File: src/rtl/sevenseg_scan.sv
// sevenseg_scan: frame-latched, time-multiplexed common-anode seven-segment driver with per-slot blanking
module sevenseg_scan #(
  parameter int NDIG = 8,
  parameter int REFRESH_DIV = 100000,
  parameter int BLANK_CYC = 1000
) (
  input  logic                clk,
  input  logic                rst,
  input  logic [4*NDIG-1:0]   din,
  input  logic [NDIG-1:0]     dp_mask,
  input  logic                lzb_en,
  output logic [NDIG-1:0]     an_n,
  output logic [6:0]          seg_n,
  output logic                dp_n,
  output logic                frame_tick
);
  localparam int CW = $clog2(REFRESH_DIV);
  localparam int IW = NDIG > 1 ? $clog2(NDIG) : 1;
  logic [CW-1:0] cnt_q, cnt_d;
  logic [IW-1:0] idx_q, idx_d;
  logic [4*NDIG-1:0] din_q, din_d;
  logic [NDIG-1:0] dpm_q, dpm_d, an_q, an_d;
  logic lzb_q, lzb_d, dp_q, dp_d, ft_q, ft_d;
  logic [6:0] seg_q, seg_d, dec;
  logic wrap, last, frame, blank, lz;
  logic [3:0] dig;
  always_comb begin
    wrap = cnt_q == CW'(REFRESH_DIV - 1);
    last = idx_q == IW'(NDIG - 1);
    frame = wrap && last;
    blank = int'(cnt_q) < BLANK_CYC;
    dig = din_q[4*idx_q +: 4];
    lz = lzb_q && last && dig == 4'd0;
    dec = 7'h7F;
    case (dig)
      4'd0:  dec = 7'b1000000;
      4'd1:  dec = 7'b1111001;
      4'd2:  dec = 7'b0100100;
      4'd3:  dec = 7'b0110000;
      4'd4:  dec = 7'b0011001;
      4'd5:  dec = 7'b0010010;
      4'd6:  dec = 7'b0000010;
      4'd7:  dec = 7'b1111000;
      4'd8:  dec = 7'b0000000;
      4'd9:  dec = 7'b0010000;
      4'd10: dec = 7'b0001000;
      4'd11: dec = 7'b0001100;
      4'd12: dec = 7'b0111111;
      default: dec = 7'h7F;
    endcase
    cnt_d = wrap ? '0 : cnt_q + 1'b1;
    idx_d = frame ? '0 : wrap ? idx_q + 1'b1 : idx_q;
    din_d = frame ? din : din_q;
    dpm_d = frame ? dp_mask : dpm_q;
    lzb_d = frame ? lzb_en : lzb_q;
    ft_d = frame;
    an_d = blank ? '1 : ~(NDIG'(1) << idx_q);
    seg_d = blank || lz ? 7'h7F : dec;
    dp_d = blank ? 1'b1 : ~dpm_q[idx_q];
  end
  always_ff @(posedge clk) begin
    if (rst) begin
      cnt_q <= '0;
      idx_q <= '0;
      din_q <= din;
      dpm_q <= dp_mask;
      lzb_q <= lzb_en;
      ft_q <= 1'b0;
      an_q <= '1;
      seg_q <= 7'h7F;
      dp_q <= 1'b1;
    end else begin
      cnt_q <= cnt_d;
      idx_q <= idx_d;
      din_q <= din_d;
      dpm_q <= dpm_d;
      lzb_q <= lzb_d;
      ft_q <= ft_d;
      an_q <= an_d;
      seg_q <= seg_d;
      dp_q <= dp_d;
    end
  end
  assign an_n = an_q;
  assign seg_n = seg_q;
  assign dp_n = dp_q;
  assign frame_tick = ft_q;
endmodule
File: config.mk
export PLATFORM = sky130hd
export DESIGN_NAME = sevenseg_scan
export DESIGN_NICKNAME = d
export VERILOG_FILES = /design/src/rtl/sevenseg_scan.sv
export SDC_FILE = /design/constraint.sdc
export NUM_CORES = 1
export LEC_CHECK = 0
export ABC_AREA = 1
export BUFFER_PORTS_ARGS = -buffer_cell sky130_fd_sc_hd__buf_2
export CAP_MARGIN = 25
export CORE_AREA = 10 10 111 113
export CTS_CLUSTER_SIZE = 20
export DETAILED_ROUTE_END_ITERATION = 10
export DIE_AREA = 0 0 121 123
export GPL_TIMING_DRIVEN = 0
export REMOVE_ABC_BUFFERS = 1
export SLEW_MARGIN = 20
export SYNTH_ARGS = -nofsm -noshare
export SYNTH_HDL_FRONTEND = slang
export SYNTH_SLANG_ARGS = --single-unit
export TNS_END_PERCENT = 50
File: constraint.sdc
create_clock -name clk -period 7.4 [get_ports clk]
set_input_delay 0.74 -clock clk [delete_from_list [all_inputs] [get_ports clk]]
set_output_delay 0.74 -clock clk [all_outputs]
set_load 0.02 [all_outputs]
Word-level counts from Yosys, hierarchy flattened
Memory sizes are Yosys's and may differ from the RTL's. A register that Yosys moved wholly into a read port is not among the register bits.
Cells that the tools add are included.

cells by class
  $add $sub $neg = 2
  order comparisons = 2
  equal/unequal tests = 2
  shift operators = 2
  multiplexer cells = 8
  bitwise logic cells = 2
  reduce and logical (&&, ||, !) cells = 10

operators by type and width
  kind                                                   count
  two-way mux 32 bit                                     2
  indexed part select 32 x 6 -> 4 bit                    1
  adder 17 x 1 -> 17 bit (second input constant)         1
  equality test 17 bit (second input constant)           1
  < comparator 17 x 10 -> 1 bit (second input constant)  1
  two-way mux 8 bit                                      2
  NOT 8 bit                                              1
  OR reduction 2 bit                                     4
  left shift 1 x 3 -> 8 bit (first input constant)       1
  zero test 4 bit                                        1
  < comparator 3 x 4 -> 1 bit (second input constant)    1
  adder 3 x 1 -> 3 bit (second input constant)           1
  binary-select mux 1 bit (select 3 bit)                 1
  equality test 3 bit (second input constant)            1
  logical AND 1 bit                                      3
  two-way mux 1 bit                                      3
  nonzero test 2 bit                                     1
  logical OR 1 bit                                       1
  NOT 1 bit                                              1

storage, ports and cells
  bits in registers = 71
  memory bits (read-only) = 112
  bits of input ports = 43
  output and inout port bits = 17
  logic and storage cells = 37
  memories kept = 1

memories
  memory           words  width  read ports  clocked after memory_dff  write ports  line  text
  (no name shown)  16     7      1           1                         0            35    case (dig)

Longest topological paths before layout
  depth after elaboration = 5
  depth in mapped cells = 15
  depth with buffers taken out = 14

Worst setup path after synthesis
OpenSTA, ideal clock, no wires.

  path kind = reg-to-reg
  start point = reg cnt_q[9]
  end point = reg din_q[0] (enable)
  setup time = 411 ps
  arrival time = 2,070 ps
  data required time = 6,989 ps
  setup slack = 4,920 ps
  stages on the path, launching flop included = 5
  path buffers = 0
  period minus slack after synthesis = 2,480 ps
  cell sequence = dfxtp_1 nand2_2 nor3_2 nand3_2 o21ai_2

on the way
  word-level cells in the longest chain between the ends = 3

ends and longest elaborated chain
  item                          line  text
  from (decl)                   19    logic [CW-1:0] cnt_q, cnt_d;
  from (signal assigned)        73    cnt_q <= cnt_d;
  equality test 17 bit          28    wrap = cnt_q == CW'(REFRESH_DIV - 1);
  logical AND 1 bit             30    frame = wrap && last;
  nonzero test 2 bit (no line)  n/a
  to (signal assigned)          65    din_q <= din;
  to (signal assigned)          75    din_q <= din_d;
  to (decl)                     21    logic [4*NDIG-1:0] din_q, din_d;

Every way passes these cells.
A chain may end at the register's enable or synchronous reset.

Final worst setup path
  start point = reg idx_q[0]
  end point = reg seg_q[5], in the netlist seg_n[5]

on the way
  word-level cells in the longest chain between the ends = 5
  elaborated cells on any way between the ends = 7
  those cells by class = eq/ne (1); shift (1); reduce/logical (5)

ends and longest elaborated chain
  item                                                                        line    text
  from (decl)                                                                 20      logic [IW-1:0] idx_q, idx_d;
  from (signal assigned)                                                      74      idx_q <= idx_d;
  indexed part select 32 x 6 -> 4 bit or equality test 3 bit (tied branches)  32, 29
  zero test 4 bit or logical AND 1 bit (tied branches)                        33      lz = lzb_q && last && dig == 4'd0;
  logical AND 1 bit                                                           33
  logical OR 1 bit                                                            58      seg_d = blank || lz ? 7'h7F : dec;
  OR reduction 2 bit (no line)                                                n/a
  to (decl)                                                                   24      logic [6:0] seg_q, seg_d, dec;

Parallel ways exist; a longest one is shown, timed or not.

==> impl_table.tex <==
\begin{tabular}{lr}
\hline
Metric & Value \\
\hline
\multicolumn{2}{l}{\textbf{Detailed routing}} \\
\quad Iter 0 DRT Violations & 124 \\
\quad Wire length per cell & 12.4 um \\
\quad Final antenna-violating net count & 0 \\
\quad DRC violations left & 0 \\
\quad Vias per std cell & 4.34 \\
\quad Vias post-DR & 2452 \\
\quad Post-Route WL & 7.02 mm \\
\quad Detailed Routing Iterations Pass 1 & 5 \\
\multicolumn{2}{l}{\textbf{Setup path}} \\
\quad Most common cell on crit path & sky130\_fd\_sc\_hd\_\_nand2\_1 \\
\quad Worst reg2reg path startpoint & idx\_q[0] \\
\quad Arrival time of the worst setup path & 3.01 ns \\
\quad Cells along the critical path & inv\_2, nand2\_1, nand3\_1, nand2\_1, nand2\_1, nand2\_2, inv\_1, ha\_1, and3\_1, nand3\_2, nand2\_2, nor2\_2, nand2\_1 \\
\quad Critical path class & reg2reg \\
\quad Nature of the critical path endpoint & flip-flop \\
\quad Sort of element at the start of the critical path & flip-flop \\
\quad Slowest stage cell, crit path & sky130\_fd\_sc\_hd\_\_dfxtp\_1 \\
\quad Critical Path RT & 7.63 ns \\
\quad Worst stage delay on the critical path & 0.91 ns \\
\quad RR Endpoint & seg\_n[5] \\
\quad Depth of the worst register-to-register path & 13 \\
\quad Minimum setup slack among reg-to-reg paths & 4.63 ns \\
\quad Maximum fanout along the worst path & 24 \\
\multicolumn{2}{l}{\textbf{Finish}} \\
\quad Final cell area excluding filler cells & 4100 sq um \\
\quad Commonest cells after routing, fill and taps aside & 91 x sky130\_fd\_sc\_hd\_\_nand2\_1, 59 x sky130\_fd\_sc\_hd\_\_buf\_2, 42 x sky130\_fd\_sc\_hd\_\_inv\_1 \\
\quad Most common library cell in the layout ignoring fill and taps & sky130\_fd\_sc\_hd\_\_nand2\_1 \\
\quad Synth-to-Final Area Change & 18.0\% \\
\quad Number of antenna diodes & 0 \\
\quad Final net count & 479 \\
\quad Share of final-layout standard cells stronger than drive strength 1 & 25.9\% \\
\multicolumn{2}{l}{\textbf{Global routing}} \\
\quad Number of antenna violations at the first check in global routing & 0 \\
\quad Maximum number of pins on one net before global-route repair & 28 \\
\quad Wire length of the first global-routing pass & 12.0 mm \\
\quad Vias in the first global route & 2517 \\
\quad Overall Global Routing Usage & 10.0\% \\
\quad Overflow after GRT & 0 \\
\multicolumn{2}{l}{\textbf{Power}} \\
\quad Total power density per cell area & 204 nW/um\^{}2 \\
\quad P\_int & 0.648 mW \\
\quad Static Leak & 1.68 nW \\
\quad Switching part of the total power & 22.7\% \\
\quad Peak ir drop on the vdd network & 0.108 mV \\
\quad Combinational power share & 4.8\% \\
\quad Flop pwr share & 56.5\% \\
\quad Share of total power in the clock network & 38.6\% \\
\quad Total power draw & 0.838 mW \\
\quad Net switching power figure & 0.190 mW \\
\multicolumn{2}{l}{\textbf{Yosys}} \\
\quad Top\_reg\_cell synth & sky130\_fd\_sc\_hd\_\_edfxtp\_1 \\
\quad Proportion of synthesized flip-flops having asynchronous set or reset & 0\% \\
\quad Unique masters post-synth & 37 \\
\quad Cell area after synthesis & 3480 sq um \\
\quad Sequential element share of the synthesized area & 56.7\% \\
\quad Number of flops mapped to enable cells by yosys & 41 \\
\quad Gate Count Post-Synth & 362 \\
\quad Synth Warn \# & 0 \\
\quad \#FFs+latches synth & 78 \\
\quad Mean post-synth cell area & 9.61 sq um \\
\multicolumn{2}{l}{\textbf{CTS}} \\
\quad Number of hold-repair buffers added at the cts stage & 0 \\
\quad Insertion delay of the later-clocked pin in the worst-skew pair & 0.34 ns \\
\quad Clock transition at the registers of the reported paths & 0.08 ns \\
\quad Number of buffers between clock root and the deepest sink & 2 \\
\quad Htree depth & 3 \\
\quad CTS tree & built \\
\quad Setup Buffers After CTS & 0 \\
\quad PostCTS Resize Cnt & 0 \\
\quad Clock sink count & 78 \\
\quad Number of CTS-inserted buffers & 9 \\
\quad CTS Root Cell & sky130\_fd\_sc\_hd\_\_clkbuf\_8 \\
\multicolumn{2}{l}{\textbf{Placed design}} \\
\quad Placement-stage cell area & 3900 sq um \\
\quad Buffers added on ports & 59 \\
\quad Worst slack after detailed placement & 4.55 ns \\
\quad Placer congestion estimate & 0.882 \\
\quad Post-DP HPWL & 5.13 mm \\
\multicolumn{2}{l}{\textbf{Die}} \\
\quad Area of the placeable core & 10100 sq um \\
\quad Initial Utilization & 34.3\% \\
\quad DIE WIDTH & 121 um \\
\quad Num rows & 37 \\
\quad Die Span Y & 123 um \\
\quad Count of pins on the block boundary & 60 \\
\quad Die area & 14900 sq um \\
\multicolumn{2}{l}{\textbf{Min path}} \\
\quad Cell depth of the worst hold path & 1 \\
\quad Type of the most critical hold path & reg2reg \\
\quad Startpoint of the tightest hold check path & cnt\_q[0] \\
\quad Hold Path Sink & cnt\_q[0] \\
\multicolumn{2}{l}{\textbf{STA}} \\
\quad Unrepaired setup endpoints after global routing & no \\
\quad Hold violation count in the final report & 0 \\
\quad Hold slack final & 0.451 ns \\
\quad Finish-stage setup viols & 0 \\
\quad Ratio of final minimum period to clock period & 37.5\% \\
\quad Worst slew pin tran & 0.900 ns \\
\quad Headroom to the max-slew limit & 39.9\% \\
\quad TNS Setup & 0 ns \\
\quad Min Tclk post-route & 2.77 ns \\
\quad Highest achievable clock rate & 361 MHz \\
\quad Worst setup skew after layout & 0.0104 ns \\
\quad Total count of max-transition violations in the final report & 0 \\
\quad Setup slack after layout & 4.63 ns \\
\multicolumn{2}{l}{\textbf{Outcome}} \\
\quad Result of the run & finished, final reports clean \\
\multicolumn{2}{l}{\textbf{Run}} \\
\quad Number of max-cap violations & 0 \\
\hline
\end{tabular}
-- cells in the mapped netlist, types with 4 or more instances --
library cell	count	share of area, %
sky130_fd_sc_hd__edfxtp_1	41	35
sky130_fd_sc_hd__nand3_1	21	3.0
sky130_fd_sc_hd__nor2_2	8	1.4
sky130_fd_sc_hd__o21ai_0	6	0.86
sky130_fd_sc_hd__nor2_1	23	2.5
sky130_fd_sc_hd__xor2_1	4	1.0
sky130_fd_sc_hd__nand2_1	91	9.8
sky130_fd_sc_hd__inv_1	42	4.5
sky130_fd_sc_hd__nand4_1	5	0.90
sky130_fd_sc_hd__dfxtp_1	37	21
sky130_fd_sc_hd__nand3_2	6	1.7
sky130_fd_sc_hd__nor3_1	11	1.6
sky130_fd_sc_hd__buf_6	5	1.6
sky130_fd_sc_hd__ha_1	12	4.3
sky130_fd_sc_hd__nand2_2	10	1.8
sky130_fd_sc_hd__a21oi_1	7	1.0
-- power groups by stage --
stage	Combinational [mW]	Sequential [mW]	Clock, mW
finish	0.0405	0.474	0.324
global route	0.0464	0.475	0.357
CTS	0.0411	0.474	0.335
detailed placement	0.0408	0.484	0
global placement	0.0376	0.484	0
floorplan	0.0222	0.483	0
-- metrics by stage --
step	util, %	instances
6_report	40.5	565
5_1_grt	40.5	565
4_1_cts	40.5	565
3_5_place_dp	38.5	549
3_3_place_gp	38.1	548
2_1_floorplan	-	353
-- area by class of cell --
cell class,count,area (sq um)
multi-input cells,230,1260
flip-flops and latches,78,1970
inverters,45,169
clock buffers,9,124
clock inverters,7,80.1
fillers,1002,6040
well taps,136,170
repair buffers,60,323
-- worst max-delay path, delay by kind of cell, from the launching register on --
| family | cells | cell delay [ns] |
|---|---|---|
| adders and majority gates | 1 | 0.22 |
| buffers and inverters | 2 | 0.48 |
| DFF | 1 | 0.91 |
| and+or+nand+nor | 10 | 1.03 |
-- state kept, by name, summed over array words and instances, names as in the netlist --
signal	flops
cnt_q	17
dp_n	1
frame_tick	1
dpm_q	8
idx_q	3
an_n	8
seg_n	7
din_q	32
lzb_q	1
-- kinds of logic after synthesis --
family	synth area share, %
compound gates	4.46
xor+xnor	1.26
fa+ha+maj	4.32
buf+inv	7.12
flops	56.7
simple gates	26.1
-- worst max path at each step --
stage,startpoint,depth (start not counted),slack (ns),end
6_report,idx_q[0],13,4.63,seg_n[5]
5_1_grt,idx_q[0],13,4.28,seg_n[5]
4_1_cts,idx_q[0],13,4.54,seg_n[5]
3_5_place_dp,idx_q[0],13,4.55,seg_n[5]
3_3_place_gp,idx_q[0],4,3.93,dpm_q[3]
2_1_floorplan,idx_q[0],4,4.65,din_q[0]
-- metal layers --
layer / vias to the layer above / GRT usage (%) / wire (um)
li1: 1307 / - / -
met1: 1090 / 12.7 / 3350
met2: 50 / 15.4 / 3210
met3: 5 / 3.37 / 376
met4: 0 / 4.07 / 85
met5: - / 0 / 0
Note: power is estimated with default switching activity, not from simulation.
